File: src/rtl/scan_mux.sv
// rtl/scan_mux.sv - registered N-channel W-bit multiplexer with manual select and auto-scan
//
// Ports:
//   clk        rising-edge clock
//   rst_n      asynchronous active-low reset
//   in         N*W packed channels, channel k = in[k*W +: W]
//   sel        manual channel select
//   mode       0 = manual, 1 = auto-scan
//   en         block enable
//   dwell      scan dwell; each channel is presented dwell+1 cycles
//   out        registered selected data
//   out_sel    channel index that produced out
//   out_valid  out/out_sel valid this cycle
//   wrap       one-cycle pulse on the first output of channel 0 after a full sweep
//   sel_err    registered flag: manual sel >= N
module scan_mux #(
    parameter int W    = 8,
    parameter int N    = 8,
    parameter int SELW = $clog2(N),
    parameter int DWW  = 8
) (
    input  logic            clk,
    input  logic            rst_n,
    input  logic [N*W-1:0]  in,
    input  logic [SELW-1:0] sel,
    input  logic            mode,
    input  logic            en,
    input  logic [DWW-1:0]  dwell,
    output logic [W-1:0]    out,
    output logic [SELW-1:0] out_sel,
    output logic            out_valid,
    output logic            wrap,
    output logic            sel_err
);

    typedef enum logic [1:0] {
        IDLE   = 2'd0,
        MANUAL = 2'd1,
        SCAN   = 2'd2
    } state_t;

    localparam logic [SELW:0]   N_EXT = (SELW+1)'(N);
    localparam logic [SELW-1:0] LAST  = SELW'(N - 1);

    state_t state, state_nxt;

    logic [SELW-1:0] ch;
    logic [DWW-1:0]  dc;
    // Set on the edge where the scan index wraps to 0; turned into the
    // wrap pulse on the following edge so it lines up with out_sel == 0.
    logic            wrapped;

    // Channel table padded to the full select range; unused slots read 0 so
    // an out-of-range manual select naturally produces out = 0.
    logic [W-1:0] chan [2**SELW];

    for (genvar k = 0; k < 2**SELW; k++) begin : g_chan
        if (k < N) begin : g_used
            assign chan[k] = in[k*W +: W];
        end else begin : g_pad
            assign chan[k] = '0;
        end
    end

    always_comb begin
        state_nxt = IDLE;
        if (en) begin
            state_nxt = mode ? SCAN : MANUAL;
        end
    end

    always_ff @(posedge clk or negedge rst_n) begin
        if (!rst_n) begin
            state <= IDLE;
        end else begin
            state <= state_nxt;
        end
    end

    always_ff @(posedge clk or negedge rst_n) begin
        if (!rst_n) begin
            out       <= '0;
            out_sel   <= '0;
            out_valid <= 1'b0;
            wrap      <= 1'b0;
            sel_err   <= 1'b0;
            ch        <= '0;
            dc        <= '0;
            wrapped   <= 1'b0;
        end else begin
            sel_err <= 1'b0;
            wrap    <= 1'b0;
            wrapped <= 1'b0;
            case (state)
                MANUAL: begin
                    out       <= chan[sel];
                    out_sel   <= sel;
                    out_valid <= 1'b1;
                    sel_err   <= ({1'b0, sel} >= N_EXT);
                    // Scan progress is dropped; the next SCAN entry starts at 0.
                    ch        <= '0;
                    dc        <= '0;
                end
                SCAN: begin
                    out       <= chan[ch];
                    out_sel   <= ch;
                    out_valid <= 1'b1;
                    wrap      <= wrapped;
                    // >= so that lowering dwell below dc advances immediately.
                    if (dc >= dwell) begin
                        dc <= '0;
                        if (ch == LAST) begin
                            ch      <= '0;
                            wrapped <= 1'b1;
                        end else begin
                            ch <= ch + 1'b1;
                        end
                    end else begin
                        dc <= dc + 1'b1;
                    end
                end
                default: begin
                    out_valid <= 1'b0;
                    ch        <= '0;
                    dc        <= '0;
                end
            endcase
        end
    end

endmodule

File: config.mk
export PLATFORM = sky130hd
export DESIGN_NAME = scan_mux
export DESIGN_NICKNAME = d
export VERILOG_FILES = /design/src/rtl/scan_mux.sv
export SDC_FILE = /design/constraint.sdc
export NUM_CORES = 1
export LEC_CHECK = 0
export CORE_MARGIN = 4
export CORE_UTILIZATION = 35
export DETAILED_ROUTE_END_ITERATION = 12
export PLACE_DENSITY = 0.67
export SYNTH_ARGS = -nofsm -noshare
export SYNTH_HDL_FRONTEND = slang
export SYNTH_SLANG_ARGS = --single-unit
export TNS_END_PERCENT = 1
File: constraint.sdc
create_clock -name clk -period 2.9 [get_ports clk]
set_input_delay 0.87 -clock clk [delete_from_list [all_inputs] [get_ports clk]]
set_output_delay 0.87 -clock clk [all_outputs]
set_load 0.02 [all_outputs]
==> out/metrics.yaml <==
status: "finished, final reports clean"
cpPeakStageDelay_ns: 0.45
dr.first_iter.drc_count: 85
portBuffers: 91
yosysMostFrequentCell: "mux2i_1"
crit_buf_inv: 3
pre_cts_ws_ns: 0.0618
cp-start-kind: "input port"
htree_num_levels: 1
cts_sinks: 27
hp-start: "wrapped$_DFF_PN0_"
dp_hpwl_um: 5070
ys_ff_latch: 27
pwr-share-clk_pct: 20.1
crit_required_ns: 3.09
via_count: 2151
dieHeight_um: 90.3
syn_area_sq_um: 2370
clk_path_buf_depth: 2
avgSynthCellArea_sq_um: 10.4
synth.top_cell.area_share_pct: 28.5
maxCapViolations: 0
n_fill_cell: 616
slew_violations: 0
ctsHoldBuffers: 0
reg2reg_slack_ns: 0.99
syn_inst: 227
synthTopCellsByArea: "dfrtp_1, mux2i_1, mux4_1, ha_1, mux4_2"
grt_start_max_net_pins: 28
min_path_cells: 1
end_kind: "register"
grt_pass1_wl_um: 10800
p_seq_share_pct: 41.1
cts_setup_buffers: 0
core_sq_um: 6460
cts_buffers: 3
reg2reg_to: "dc[3]$_DFF_PN0_"
worstPathArrival_ns: 2.75
fin_crit_ns: 2.55
place.gp.congestion: 0.797
critical_path_class: "input port to register"
max_slew_margin_pct: 57.1
finalSetupViolCount: 0
antenna_found_initial: 0
num_antenna_cells: 0
tightest_slew_ns: 0.644
yosysTopAreaCell: "dfrtp_1"
final-seq-area_sq_um: 676
holdPathEnd: "wrap$_DFF_PN0_"
rsz0062_at_grt: "no"
power.density_nw_per_um2: 313
power_leakage_nw: 1.45
vdd_ir_drop_max_uv: 153
dieArea_sq_um: 8150
p_int_mw: 0.748
via_per_inst: 5.50
ys_top_cells_by_count: "mux2i_1, dfrtp_1, nor3_1"
drc_errors: 0
cts_resized: 0
worst_slack_ns: 0.348
tns_ns: 0
synth_edf_count: 0
fin_crit_sh_pct: 88.0
ant_nets: 0
ys_seq_area_share_pct: 28.5
synth_warnings: 0
die_width_um: 90.3
rr_worst_depth: 6
yosysUniqueCellTypes: 39
wl_per_cell_um: 16.1
syn2layout_area_growth_pct: 43.1
multi_input_area_sq_um: 1560
io_pins: 93
grt_usage_pct: 15.9
cp_slowest_cell: "clkdlybuf4s50_1"
fin_hold_ws_ns: 0.464
crit_family: "compound AO/OA/AOI/OAI gates"
grt_overflow: 0
fp-row-count: 29
r2r-start: "dc[5]$_DFF_PN0_"
cpMostUsedCell: "a21o_1"
fmax_mhz: 392
hold_violations: 0
synth_nets: 318
p_sw_mw: 0.314
crit_fanout: 5
power.share.switching_pct: 29.6
hp-class: "register to register"
synthFlopType: "dfrtp_1"
crit_chain: "clkdlybuf4s50_1, inv_1, ha_1, a21o_1, a21o_1, a221o_1, buf_4, nor3_1"
drive_above_1_share_pct: 7.01
root_buffer: "clkbuf_8"
synth-async-reset-ratio_pct: 100
cp.depth: 8
nNetsFinal: 406
cts_tree: "yes"
start_util_pct: 36.7
clkLatencyLatePin_ns: 0.27
grt_pass1_vias: 2320
drt_wl_total_um: 6300
power_frac_comb_pct: 38.7
fin_skew_ns: 0.00315
drt_pass1_iterations: 4
path_clk_slew_ns: 0.09
-- through the flow --
| step | instance area (sq um) | std cells | util, % | power, mW |
|---|---|---|---|---|
| after floorplan | 2370 | 227 | - | 0.629 |
| after CTS | 3390 | 391 | 52.5 | 1.07 |
| final | 3390 | 391 | 52.5 | 1.06 |
| after global placement | 3340 | 387 | 51.8 | 0.855 |
| after global routing | 3390 | 391 | 52.5 | 1.13 |
| after detailed placement | 3340 | 387 | 51.8 | 0.857 |
-- kinds of logic (layout without fill, tap and decap cells) --
kind of cell               count (synthesis)  count (layout)  synth area share (%)
AOI/OAI and AO/OA                         45              45                  13.6
xor gates and xnor gates                   6               6                  2.22
adders and majority gates                 12              12                  6.34
buffers and inverters                     27             114                  5.86
DFF                                       27              27                  28.5
muxes                                     55              55                  31.3
other                                      1               1                 0.158
and+or+nand+nor                           54              54                  12.0
-- power groups by stage --
stage | combinational, mW | clock [mW] | sequential, mW
after floorplan | 0.148 | 0 | 0.481
after global routing | 0.447 | 0.238 | 0.442
after CTS | 0.415 | 0.219 | 0.437
after detailed placement | 0.415 | 0 | 0.443
final | 0.411 | 0.214 | 0.437
after global placement | 0.412 | 0 | 0.443
-- cells in the final DEF (no fill, tap or decap), drive strengths merged, types with 2 or more instances in the layout --
master         instances
a21boi                 2
a21o                   2
a21oi                  4
a22oi                 10
a2bb2oi                8
and2                   3
and3                   3
buf                    8
clkbuf                 3
clkdlybuf4s50         90
dfrtp                 27
ha                    12
inv                   11
mux2                   2
mux2i                 40
mux4                  13
nand2                 10
nand3                  8
nor2                   4
nor2b                  2
nor3                  15
nor3b                  2
o21ai                  4
o221ai                 3
o22ai                 10
or3b                   2
xor2                   5
-- cell type report --
class                   count  area share (%)
clock buffers               3            1.22
clock inverters             1           0.221
inverters                  12            1.33
multi-input cells         173            45.9
flip-flops and latches     27            19.9
well taps                  77            2.84
repair buffers             98            28.6
-- registers in the layout, summed over array words and instances (netlist names) --
register and cells:
out_sel 3, out 8, dc 8, state 2, out_valid 1, wrapped 1
wrap 1, ch 3
-- routing by layer --
layer	global-route usage, %	part of all wire [%]	vias to the layer above
met4	3.06	0.79	0
met1	20.3	45	1017
met3	5.17	7.6	4
li1	-	-	1058
met2	26.4	47	72
met5	0	0	-
-- how the worst max path moves through the flow --
stage / startpoint / endpoint / slack (ns)
2_1_floorplan: dwell[5] / ch[0]$_DFFE_PN0P_ / 0.62
3_3_place_gp: dwell[5] / ch[0]$_DFFE_PN0P_ / 0.08
3_5_place_dp: dwell[5] / dc[5]$_DFF_PN0_ / 0.06
4_1_cts: dwell[5] / dc[3]$_DFF_PN0_ / 0.34
5_1_grt: dwell[2] / dc[4]$_DFF_PN0_ / 0.16
6_report: dwell[5] / dc[3]$_DFF_PN0_ / 0.35
-- worst reg2reg max path, cell delays in order, from the launching register on --
cell	delay, ns
dfrtp_1	0.44
ha_1	0.31
a21o_1	0.18
a21o_1	0.17
a221o_1	0.41
buf_4	0.18
nor3_1	0.16
(Power assumes the default switching activity.)
